$ cat src/rtl/i2c_byte_master.sv
// Byte-level I2C master sequencer driven by the timing generator's quarter-phase data_clk.
// Shifts START, address+R/W, data bytes, ACK/NACK and STOP onto open-drain SDA and gates SCL.
module i2c_byte_master (
    input  logic       clk,
    input  logic       rst,
    input  logic       data_clk,
    input  logic       ena,
    input  logic [6:0] addr,
    input  logic       rw,
    input  logic [7:0] data_wr,
    input  logic       sda_in,
    output logic       sda_out,
    output logic       scl_not_ena,
    output logic       busy,
    output logic       byte_done,
    output logic [7:0] data_rd,
    output logic       ack_error
);
    // state    | meaning
    // READY    | idle, both lines released, waiting for ena on a data_clk rise
    // START    | SDA pulled low while SCL is still released (START condition)
    // COMMAND  | shifting address + R/W, MSB first
    // SLV_ACK1 | slave acknowledges the address byte
    // WR       | shifting a write byte, MSB first
    // RD       | sampling a read byte from the slave, MSB first
    // SLV_ACK2 | slave acknowledges a write byte; decide continue or stop
    // MSTR_ACK | master ACKs (continue) or NACKs (last) a read byte
    // STOP     | SCL released with SDA low, then SDA released (STOP condition)
    typedef enum logic [3:0] {
        READY, START, COMMAND, SLV_ACK1, WR, RD, SLV_ACK2, MSTR_ACK, STOP
    } state_t;

    state_t     state_q, state_d;
    logic       data_clk_q;
    logic [7:0] addr_rw_q, addr_rw_d;
    logic [7:0] tx_q, tx_d;
    logic [7:0] rx_q, rx_d;
    logic [7:0] data_rd_q, data_rd_d;
    logic [2:0] bit_cnt_q, bit_cnt_d;
    logic       sda_q, sda_d;
    logic       scl_ne_q, scl_ne_d;
    logic       busy_q, busy_d;
    logic       bd_q, bd_d;
    logic       ack_err_q, ack_err_d;
    logic       rise, fall, same_req;

    assign rise     = data_clk & ~data_clk_q;
    assign fall     = ~data_clk & data_clk_q;
    assign same_req = ena && ({addr, rw} == addr_rw_q);

    always_ff @(posedge clk) begin
        if (rst) begin
            state_q    <= READY;
            data_clk_q <= 1'b0;
            addr_rw_q  <= 8'h00;
            tx_q       <= 8'h00;
            rx_q       <= 8'h00;
            data_rd_q  <= 8'h00;
            bit_cnt_q  <= 3'd7;
            sda_q      <= 1'b1;
            scl_ne_q   <= 1'b1;
            busy_q     <= 1'b0;
            bd_q       <= 1'b0;
            ack_err_q  <= 1'b0;
        end else begin
            state_q    <= state_d;
            data_clk_q <= data_clk;
            addr_rw_q  <= addr_rw_d;
            tx_q       <= tx_d;
            rx_q       <= rx_d;
            data_rd_q  <= data_rd_d;
            bit_cnt_q  <= bit_cnt_d;
            sda_q      <= sda_d;
            scl_ne_q   <= scl_ne_d;
            busy_q     <= busy_d;
            bd_q       <= bd_d;
            ack_err_q  <= ack_err_d;
        end
    end

    always_comb begin
        state_d   = state_q;
        addr_rw_d = addr_rw_q;
        tx_d      = tx_q;
        rx_d      = rx_q;
        data_rd_d = data_rd_q;
        bit_cnt_d = bit_cnt_q;
        sda_d     = sda_q;
        scl_ne_d  = scl_ne_q;
        busy_d    = busy_q;
        bd_d      = 1'b0;
        ack_err_d = ack_err_q;
        case (state_q)
            READY: begin
                sda_d    = 1'b1;
                scl_ne_d = 1'b1;
                busy_d   = 1'b0;
                if (rise && ena) begin
                    addr_rw_d = {addr, rw};
                    tx_d      = data_wr;
                    ack_err_d = 1'b0;
                    busy_d    = 1'b1;
                    state_d   = START;
                end
            end
            START: begin
                if (fall) begin
                    sda_d = 1'b0;
                end else if (rise) begin
                    state_d   = COMMAND;
                    scl_ne_d  = 1'b0;
                    sda_d     = addr_rw_q[7];
                    bit_cnt_d = 3'd7;
                end
            end
            COMMAND: begin
                if (rise) begin
                    if (bit_cnt_q != 3'd0) begin
                        bit_cnt_d = bit_cnt_q - 3'd1;
                        sda_d     = addr_rw_q[bit_cnt_d];
                    end else begin
                        sda_d   = 1'b1;
                        state_d = SLV_ACK1;
                    end
                end
            end
            SLV_ACK1: begin
                if (fall) begin
                    if (sda_in) ack_err_d = 1'b1;
                end else if (rise) begin
                    bit_cnt_d = 3'd7;
                    if (!addr_rw_q[0]) begin
                        state_d = WR;
                        sda_d   = tx_q[7];
                    end else begin
                        state_d = RD;
                        sda_d   = 1'b1;
                    end
                end
            end
            WR: begin
                if (rise) begin
                    if (bit_cnt_q != 3'd0) begin
                        bit_cnt_d = bit_cnt_q - 3'd1;
                        sda_d     = tx_q[bit_cnt_d];
                    end else begin
                        sda_d   = 1'b1;
                        bd_d    = 1'b1;
                        state_d = SLV_ACK2;
                    end
                end
            end
            RD: begin
                if (fall) begin
                    rx_d[bit_cnt_q] = sda_in;
                end else if (rise) begin
                    if (bit_cnt_q != 3'd0) begin
                        bit_cnt_d = bit_cnt_q - 3'd1;
                    end else begin
                        data_rd_d = rx_q;
                        bd_d      = 1'b1;
                        state_d   = MSTR_ACK;
                        // ACK only when the same request is still pending
                        sda_d     = ~same_req;
                    end
                end
            end
            SLV_ACK2: begin
                if (fall) begin
                    if (sda_in) ack_err_d = 1'b1;
                end else if (rise) begin
                    if (same_req) begin
                        tx_d      = data_wr;
                        state_d   = WR;
                        sda_d     = data_wr[7];
                        bit_cnt_d = 3'd7;
                    end else begin
                        state_d  = STOP;
                        sda_d    = 1'b0;
                        scl_ne_d = 1'b1;
                    end
                end
            end
            MSTR_ACK: begin
                if (rise) begin
                    if (same_req) begin
                        state_d   = RD;
                        sda_d     = 1'b1;
                        bit_cnt_d = 3'd7;
                    end else begin
                        state_d  = STOP;
                        sda_d    = 1'b0;
                        scl_ne_d = 1'b1;
                    end
                end
            end
            STOP: begin
                if (fall) begin
                    sda_d = 1'b1;
                end else if (rise) begin
                    state_d = READY;
                    busy_d  = 1'b0;
                end
            end
            default: state_d = READY;
        endcase
    end

    assign sda_out     = sda_q;
    assign scl_not_ena = scl_ne_q;
    assign busy        = busy_q;
    assign byte_done   = bd_q;
    assign data_rd     = data_rd_q;
    assign ack_error   = ack_err_q;
endmodule

$ cat config.mk
export PLATFORM = sky130hd
export DESIGN_NAME = i2c_byte_master
export DESIGN_NICKNAME = d
export VERILOG_FILES = /design/src/rtl/i2c_byte_master.sv
export SDC_FILE = /design/constraint.sdc
export NUM_CORES = 1
export LEC_CHECK = 0
export CAP_MARGIN = 20
export CORE_UTILIZATION = 55
export CTS_CLUSTER_SIZE = 20
export DETAILED_ROUTE_END_ITERATION = 12
export MAX_ROUTING_LAYER = met4
export PLACE_DENSITY = 0.83
export REMOVE_ABC_BUFFERS = 1
export SKIP_LAST_GASP = 1
export SLEW_MARGIN = 10
export SYNTH_ARGS = -nofsm -noshare
export SYNTH_HDL_FRONTEND = slang
export SYNTH_SLANG_ARGS = --single-unit
$ cat constraint.sdc
create_clock -name clk -period 2.21 [get_ports clk]
set_input_delay 0.442 -clock clk [delete_from_list [all_inputs] [get_ports clk]]
set_output_delay 0.442 -clock clk [all_outputs]
set_load 0.05 [all_outputs]
==> results.sh, run 1 <==
export IMPL_synth_edff_count=0
export IMPL_cpMaxStageDelayCell="clkdlybuf4s50_1"
export IMPL_initial_core_util=0.591
export IMPL_use_met1=0.339
export IMPL_path_delay_family="simple AND/OR/NAND/NOR gates"
export IMPL_routedWlPerCell_um=15.8
export IMPL_hold_viol_final=0
export IMPL_worstPathMaxFanout=8
export IMPL_area_growth_pct=20.5
export IMPL_critPathKind="in2reg"
export IMPL_syn_area_mm2=0.00265
export IMPL_fin_hold_ws_ns=0.465
export IMPL_period_needed_ns=2.10
export IMPL_ys_async_sr_fraction=0
export IMPL_core_mm2=0.00447
export IMPL_synth_top_cell_area_share=0.341
export IMPL_clockBufferDepth=2
export IMPL_yosysTopAreaCell="dfxtp_1"
export IMPL_worstPathArrival_ns=2.33
export IMPL_die_y_um=71.4
export IMPL_violations="design-rule violations"
export IMPL_maxSlewHeadroom=0.600
export IMPL_setup_viol=0
export IMPL_diodes=0
export IMPL_route_detailed_drc=1
export IMPL_numCtsBuffers=5
export IMPL_yosysWarnings=0
export IMPL_dp_slack_ns=-0.197
export IMPL_via_per_inst=6.09
export IMPL_track_usage=0.269
export IMPL_htree_num_levels=2
export IMPL_status="complete, but fails checks"
export IMPL_clock_skew_ns=0.00486
export IMPL_synth_area_leaders="dfxtp_1, mux2i_1, a21oi_1"
export IMPL_cap_violations=0
export IMPL_dr_first_iter_drc_count=289
export IMPL_cp_required_ns=2.44
export IMPL_grt_util_met3=0.0380
export IMPL_rows=24
export IMPL_slew_viol_final=0
export IMPL_cts_tree="done"
export IMPL_grt_pass1_vias=2288
export IMPL_fin_crit_sh=0.951
export IMPL_ir_worst_vdd_v=0.000504
export IMPL_postCtsSetupBuffers=0
export IMPL_cts_root_buf="clkbuf_8"
export IMPL_worst_path_buf_inv=2
export IMPL_total_power_mw=2.28
export IMPL_layout_commonest_cell="dfxtp_1"
export IMPL_finalWeightedCongestion=0.886
export IMPL_grt_max_degree=25
export IMPL_tightest_slew_ns=0.599
export IMPL_cpPeakStageDelay_ns=0.49
export IMPL_num_io_pins=34
export IMPL_rsz0062_at_grt="false"
export IMPL_holdCritPathClass="reg2reg"
export IMPL_wl_mm=6.43
export IMPL_maxClockFrequency_mhz=476
export IMPL_clkTransAtPathRegs_ns=0.08
export IMPL_io_buffers=33
export IMPL_p_per_area_mw_per_mm2=715
export IMPL_synth_flop_cell="dfxtp_1"
export IMPL_critPathLaunchType="primary input"
export IMPL_hpwl_mm=4.66
export IMPL_postCtsHoldBufs=0
export IMPL_stdcell_area_mm2=0.00319
export IMPL_overflow=0
export IMPL_drive_gt1_frac=0.150
export IMPL_synth_seq_cells=45
export IMPL_antenna_found_initial=0
export IMPL_avgSynthCellArea_um2=8.48
export IMPL_die_width_um=71.4
export IMPL_crit_path_end_kind="flop"
export IMPL_vias=2473
export IMPL_dpl_cell_area_mm2=0.00310
export IMPL_grt_pass1_wl_mm=10.4
export IMPL_ys_seq_area_frac=0.341
export IMPL_grt_busiest_layer="met2"
export IMPL_ant_nets=0
export IMPL_setup_ws_ns=0.107
export IMPL_final_cell_mix="dfxtp_1, clkdlybuf4s50_1, a21oi_1"
export IMPL_path_cells="clkdlybuf4s50_1, inv_1, ha_1, nor2b_1, and3_1, and4_2, o21ai_0, a21oi_1"
export IMPL_first_pass_iters=9
export IMPL_clk_insertion_delay_late_ns=0.30
export IMPL_leakage_nw=1.29
export IMPL_utilization=0.712
export IMPL_syn_inst=312
export IMPL_gr_usage_met2=0.447
export IMPL_nNetsFinal=379
export IMPL_clock_sinks=45
export IMPL_dieArea_mm2=0.00509
export IMPL_ys_types=58
power breakdown:
group,switching [mW],total (mW),internal [mW]
logic,0.434,0.783,0.349
clock network,0.277,0.525,0.247
registers,0.101,0.972,0.872
total,0.811,2.28,1.47
layout make-up:
type / instances / area [um2]
Sequential cell: 45 / 901
Timing Repair Buffer: 60 / 558
Multi-Input combinational cell: 231 / 1530
Clock buffer: 6 / 82.6
Clock inverter: 1 / 7.51
Fill cell: 364 / 1290
Inverter: 11 / 41.3
Tap cell: 52 / 65.1
final timing paths:
kind / from / to / slack (ns) / cells past startpoint
worst max-delay path: data_clk / tx_q[2]$_SDFFE_PP0P_ / 0.11 / 8
worst min-delay path: busy$_SDFFE_PP0P_ / busy$_SDFFE_PP0P_ / 0.46 / 2
worst max register to register: bit_cnt_q[0]$_SDFFE_PP1P_ / sda_out$_SDFFE_PP1P_ / 0.15 / 7
worst min register to register: busy$_SDFFE_PP0P_ / busy$_SDFFE_PP0P_ / 0.46 / 2
cells by family (layout without fill, tap and decap cells):
kind of cell,Yosys count,in the layout,synth area share
XOR/XNOR,9,9,0.0298
buffers and inverters,36,78,0.0809
multiplexers,23,23,0.109
adder cells (fa/ha/maj),5,5,0.0232
AO/OA/AOI/OAI,75,75,0.171
flip-flops,45,45,0.341
AND/OR/NAND/NOR,119,119,0.245
timing repair:
action,in CTS,in global routing
gates resized for setup,0,1
endpoints found under the hold margin,0,0
endpoints found under the setup margin,0,5
layer usage:
layer  wire length [um]  share of wire  up-vias
met5                  0              0        -
met4                 69          0.011        0
met3                361          0.056        8
met2               3180           0.50      104
met1               2810           0.44     1155
li1                   -              -     1206
synth_stat cells (2+ instances only):
cell type / count
a211oi_1: 2
a21oi_1: 30
a31oi_1: 9
and3_1: 3
buf_2: 8
buf_4: 3
clkbuf_1: 8
clkbuf_8: 5
dfxtp_1: 45
ha_1: 4
inv_1: 11
mux2i_1: 18
mux4_2: 3
nand2_1: 28
nand2b_1: 4
nand3_1: 18
nand4_1: 3
nor2_1: 29
nor2b_1: 5
nor3_1: 9
nor3b_1: 3
nor4_4: 2
o2111ai_1: 2
o211ai_1: 2
o21a_1: 2
o21ai_0: 14
o21ai_1: 2
o21bai_1: 2
o311ai_1: 2
xnor2_1: 2
xor2_1: 7
worst min-delay path, stage by stage (launching register included):
cell	delay, ns
dfxtp_1	0.31
o41ai_1	0.05
a21oi_1	0.06
per-stage QoR:
stage | setup TNS, ns | cells
2_1_floorplan | 0 | 287
3_3_place_gp | -0.870 | 399
3_5_place_dp | -2.16 | 399
4_1_cts | 0 | 406
5_1_grt | 0 | 406
6_report | 0 | 406
sequential cells by signal, indices dropped and copies added, names as in the netlist:
register,cells
tx_q,8
sda_out,1
ack_error,1
busy,1
addr_rw_q,8
byte_done,1
scl_not_ena,1
rx_q,8
data_rd,8
data_clk_q,1
state_q,4
bit_cnt_q,3
Note: power is estimated with default switching activity, not from simulation.
==> inputs of run 2 (changes only) <==
clock period = 2.34 ns   (was 2.21 ns; I/O delays follow)
==> results.sh, run 2 (synthesis gave the netlist of run 1 again) <==
export IMPL_status="complete, but fails checks"
export IMPL_violations="design-rule violations"
export IMPL_maxClockFrequency_mhz=468
export IMPL_worst_path_buf_inv=1
export IMPL_ff_latch_area_um2=901
export IMPL_hold_viol_final=0
export IMPL_cp_required_ns=2.57
export IMPL_area_growth_pct=18.0
export IMPL_grt_pass1_vias=2241
export IMPL_die_y_um=71.4
export IMPL_postCtsHoldBufs=0
export IMPL_antenna_found_initial=0
export IMPL_clk_insertion_delay_late_ns=0.30
export IMPL_cts_root_buf="clkbuf_8"
export IMPL_num_io_pins=34
export IMPL_ir_worst_vdd_v=0.000468
export IMPL_grt_pass1_wl_mm=10.2
export IMPL_cts_tree="done"
export IMPL_startpoint="data_clk"
export IMPL_numCtsBuffers=5
export IMPL_dp_slack_ns=-0.0693
export IMPL_tightest_slew_ns=0.758
export IMPL_routedWlPerCell_um=14.8
export IMPL_setup_ws_ns=0.202
export IMPL_initial_core_util=0.591
export IMPL_maxSlewHeadroom=0.494
export IMPL_track_usage=0.262
export IMPL_crit_path_end_kind="flop"
export IMPL_cts_resized=0
export IMPL_clkTransAtPathRegs_ns=0.08
export IMPL_dieArea_mm2=0.00509
export IMPL_worstHoldStart="tx_q[0]$_SDFFE_PP0P_"
export IMPL_worstPathMaxFanout=8
export IMPL_holdCritPathClass="reg2reg"
export IMPL_setup_viol=0
export IMPL_r2r_end="sda_out$_SDFFE_PP1P_"
export IMPL_postCtsSetupBuffers=0
export IMPL_cpMaxStageDelayCell="clkdlybuf4s50_1"
export IMPL_grt_max_degree=24
export IMPL_critPathKind="in2reg"
export IMPL_overflow=0
export IMPL_route_detailed_drc=1
export IMPL_clock_sinks=45
export IMPL_period_needed_ns=2.14
export IMPL_fillerInstances=378
export IMPL_total_power_mw=2.09
export IMPL_io_buffers=33
export IMPL_fin_hold_ws_ns=0.467
export IMPL_hold_depth=2
export IMPL_rsz0062_at_grt="false"
export IMPL_first_pass_iters=8
export IMPL_clockBufferDepth=2
export IMPL_wl_mm=5.92
export IMPL_multi_input_area_mm2=0.00153
export IMPL_layout_commonest_cell="dfxtp_1"
export IMPL_dr_first_iter_drc_count=227
export IMPL_path_delay_family="simple AND/OR/NAND/NOR gates"
export IMPL_die_width_um=71.4
export IMPL_diodes=0
export IMPL_fin_crit_sh=0.914
export IMPL_cap_violations=0
export IMPL_crit_path_end="tx_q[1]$_SDFFE_PP0P_"
export IMPL_p_per_area_mw_per_mm2=668
export IMPL_crit_cells=7
export IMPL_leakage_nw=1.25
export IMPL_cpPeakStageDelay_ns=0.48
export IMPL_slew_viol_final=0
export IMPL_vias=2393
export IMPL_drive_gt1_frac=0.129
export IMPL_r2r_cells=7
export IMPL_htree_num_levels=2
export IMPL_reg2reg_from="bit_cnt_q[1]$_SDFFE_PP1P_"
export IMPL_worstPathArrival_ns=2.37
export IMPL_nNetsFinal=373
export IMPL_core_mm2=0.00447
export IMPL_fin_tns_setup_ns=0
export IMPL_rrSetupSlack_ns=0.24
export IMPL_ant_nets=0
export IMPL_critPathLaunchType="primary input"
export IMPL_hpwl_mm=4.39
export IMPL_final_cell_mix="dfxtp_1, clkdlybuf4s50_1, a21oi_1"
export IMPL_utilization=0.698
export IMPL_via_per_inst=5.97
export IMPL_path_cells="clkdlybuf4s50_1, ha_1, nor2b_1, and3_1, and4_1, o21ai_0, a21oi_1"
export IMPL_clock_skew_ns=0.00543
export IMPL_finalWeightedCongestion=0.925
export IMPL_rows=24
==> run 2: cell types whose count changed in the layout (fill, tap and decap cells not counted) <==
cell	delta
and4_1	+1
clkbuf_1	+2
buf_4	-5
buf_12	-1
clkbuf_8	-1
and4_2	-1
==> run 2: routing by layer <==
metal  share of wire  GRT usage
met4           0.028      0.116
met2            0.47      0.412
met5               0          -
met3           0.041     0.0380
met1            0.46      0.338
==> run 2: how the worst min path moves through the flow <==
stage / to / slack (ns)
2_1_floorplan: tx_q[1]$_SDFFE_PP0P_ / 0.43
4_1_cts: tx_q[6]$_SDFFE_PP0P_ / 0.47
5_1_grt: busy$_SDFFE_PP0P_ / 0.49
6_report: tx_q[0]$_SDFFE_PP0P_ / 0.47
3_3_place_gp: tx_q[6]$_SDFFE_PP0P_ / 0.45
3_5_place_dp: tx_q[6]$_SDFFE_PP0P_ / 0.46
==> run 2: area by class of cell <==
class | instances | share of cell area
Multi-Input combinational cell | 231 | 0.490
Sequential cell | 45 | 0.289
Timing Repair Buffer | 54 | 0.160
Clock buffer | 7 | 0.0244
Tap cell | 52 | 0.0208
Inverter | 11 | 0.0132
Clock inverter | 1 | 0.00240
==> run 2: through the flow <==
stage	cells	area, um2
5_1_grt	401	3120
4_1_cts	401	3120
3_5_place_dp	393	3040
2_1_floorplan	287	2470
3_3_place_gp	393	3040
6_report	401	3120
==> run 2: where the power goes <==
part | switching (mW) | total (mW) | internal, mW
combinational | 0.390 | 0.695 | 0.305
sequential | 0.0944 | 0.918 | 0.823
clock | 0.262 | 0.473 | 0.212
total | 0.746 | 2.09 | 1.34
==> run 2: worst min-delay path, delay by kind of cell, from the launching register on <==
| kind | cells | cell delay (ns) |
|---|---|---|
| flip-flops | 1 | 0.31 |
| AND/OR/NAND/NOR | 1 | 0.06 |
| AO/OA/AOI/OAI | 1 | 0.05 |
==> inputs of run 3 (changes only) <==
CAP_MARGIN = default   (was 20)
CORE_MARGIN = 5   (was default)
==> results.sh, run 3 (synthesis gave the netlist of run 1 again) <==
export IMPL_finalWeightedCongestion=0.956
export IMPL_num_io_pins=34
export IMPL_combPwrFrac=0.324
export IMPL_fin_tns_setup_ns=0
export IMPL_hold_depth=2
export IMPL_postCtsHoldBufs=0
export IMPL_cts_tree="done"
export IMPL_switchingPower_uw=761
export IMPL_rows=25
export IMPL_dp_slack_ns=0.0296
export IMPL_hold_viol_final=0
export IMPL_setup_viol=0
export IMPL_reg2reg_from="bit_cnt_q[1]$_SDFFE_PP1P_"
export IMPL_final_cell_mix="dfxtp_1, clkdlybuf4s50_1, a21oi_1"
export IMPL_clock_sinks=45
export IMPL_htree_num_levels=2
export IMPL_ant_nets=0
export IMPL_clk_insertion_delay_late_ns=0.30
export IMPL_ir_worst_vdd_v=0.000480
export IMPL_routedWlPerCell_um=15.3
export IMPL_clockBufferDepth=2
export IMPL_r2r_end="sda_out$_SDFFE_PP1P_"
export IMPL_hpwl_mm=4.68
export IMPL_holdPathEnd="tx_q[4]$_SDFFE_PP0P_"
export IMPL_via_per_inst=5.88
export IMPL_io_buffers=33
export IMPL_area_growth_pct=20.2
export IMPL_p_per_area_mw_per_mm2=699
export IMPL_slew_viol_final=0
export IMPL_drive_gt1_frac=0.142
export IMPL_ff_latch_area_um2=901
export IMPL_tightest_slew_ns=0.522
export IMPL_leakage_nw=1.28
export IMPL_first_pass_iters=4
export IMPL_die_y_um=79.4
export IMPL_nNetsFinal=376
export IMPL_fin_crit_sh=0.917
export IMPL_multi_input_area_mm2=0.00153
export IMPL_fin_hold_ws_ns=0.477
export IMPL_r2r_cells=7
export IMPL_grt_pass1_vias=2241
export IMPL_pwr_share_clk=0.267
export IMPL_crit_path_end_kind="flop"
export IMPL_stdcell_area_mm2=0.00318
export IMPL_fillerInstances=394
export IMPL_clkTransAtPathRegs_ns=0.09
export IMPL_maxSlewHeadroom=0.651
export IMPL_antenna_found_initial=0
export IMPL_switching_share=0.343
export IMPL_initial_core_util=0.564
export IMPL_rsz0062_at_grt="false"
export IMPL_diodes=0
export IMPL_status="finished, final reports clean"
export IMPL_critPathKind="reg2reg"
export IMPL_grt_pass1_wl_mm=10.5
export IMPL_setup_ws_ns=0.194
export IMPL_overflow=0
export IMPL_utilization=0.677
export IMPL_wl_mm=6.22
export IMPL_track_usage=0.216
export IMPL_grt_max_degree=36
export IMPL_cp_required_ns=2.53
export IMPL_worstHoldStart="tx_q[4]$_SDFFE_PP0P_"
export IMPL_cts_root_buf="clkbuf_8"
export IMPL_die_width_um=79.4
export IMPL_period_needed_ns=2.15
export IMPL_route_detailed_drc=0
export IMPL_dr_first_iter_drc_count=253
export IMPL_numCtsBuffers=5
export IMPL_core_mm2=0.00469
export IMPL_holdCritPathClass="reg2reg"
export IMPL_worstPathArrival_ns=2.33
export IMPL_rrSetupSlack_ns=0.19
export IMPL_vias=2389
export IMPL_dpl_cell_area_mm2=0.00306
export IMPL_p_int_mw=1.46
export IMPL_cts_resized=0
export IMPL_dieArea_mm2=0.00630
export IMPL_postCtsSetupBuffers=0
export IMPL_pwr_share_seq=0.409
export IMPL_maxClockFrequency_mhz=466
export IMPL_worstPathMaxFanout=6
export IMPL_layout_commonest_cell="dfxtp_1"
export IMPL_clock_skew_ns=0.00425
export IMPL_critPathLaunchType="flop"
export IMPL_cap_violations=0
run 3: changes by cell type in the layout (fill, tap and decap cells not counted), sizes merged:
| cell | previous run | this run |
|---|---|---|
| bufinv | 0 | 1 |
| clkinv | 0 | 1 |
| buf | 21 | 24 |
| clkbuf | 7 | 5 |
run 3: layer usage:
| metal | wire (um) | up-vias | track usage |
|---|---|---|---|
| met1 | 2730 | 1100 | 0.267 |
| met3 | 290 | 20 | 0.0442 |
| met4 | 183 | 0 | 0.112 |
| li1 | - | 1189 | - |
| met5 | 0 | - | - |
| met2 | 3020 | 80 | 0.334 |
run 3: layout make-up:
| class | count | area share |
|---|---|---|
| tap | 54 | 0.0213 |
| sequential | 45 | 0.283 |
| timing repair buffer | 57 | 0.165 |
| clock buffer | 5 | 0.0217 |
| inverter | 11 | 0.0130 |
| clock inverter | 3 | 0.0146 |
| multi-input combinational | 231 | 0.481 |
run 3: worst max-delay path by stage:
| stage | start | end | slack [ns] | cells past startpoint |
|---|---|---|---|---|
| after floorplan | bit_cnt_q[0]$_SDFFE_PP1P_ | sda_out$_SDFFE_PP1P_ | 0.34 | 7 |
| after global placement | data_clk | state_q[1]$_SDFFE_PP0P_ | 0.06 | 8 |
| after detailed placement | data_clk | bit_cnt_q[2]$_SDFFE_PP1P_ | 0.03 | 8 |
| after CTS | bit_cnt_q[1]$_SDFFE_PP1P_ | sda_out$_SDFFE_PP1P_ | 0.21 | 7 |
| after global routing | bit_cnt_q[1]$_SDFFE_PP1P_ | sda_out$_SDFFE_PP1P_ | 0.04 | 7 |
| final | bit_cnt_q[1]$_SDFFE_PP1P_ | sda_out$_SDFFE_PP1P_ | 0.19 | 7 |
run 3: worst max-delay path: stages (launching register included):
cell     delay, ns
dfxtp_1       0.44
inv_1         0.08
ha_1          0.37
mux4_1        0.61
a21oi_1       0.15
nor3_1        0.07
a31oi_1       0.21
a31oi_1       0.11
run 3: metrics by stage:
step	power, mW	instances
floorplan	1.35	287
global placement	1.63	398
detailed placement	1.64	398
CTS	2.22	406
global route	2.35	406
finish	2.22	406
run 3: power groups by stage:
stage          logic [mW]  clock network, mW  registers (mW)
2_1_floorplan       0.364                  0           0.990
3_3_place_gp        0.710                  0           0.920
3_5_place_dp        0.715                  0           0.924
4_1_cts             0.718              0.601           0.905
5_1_grt             0.794              0.634           0.918
6_report            0.720              0.593           0.907
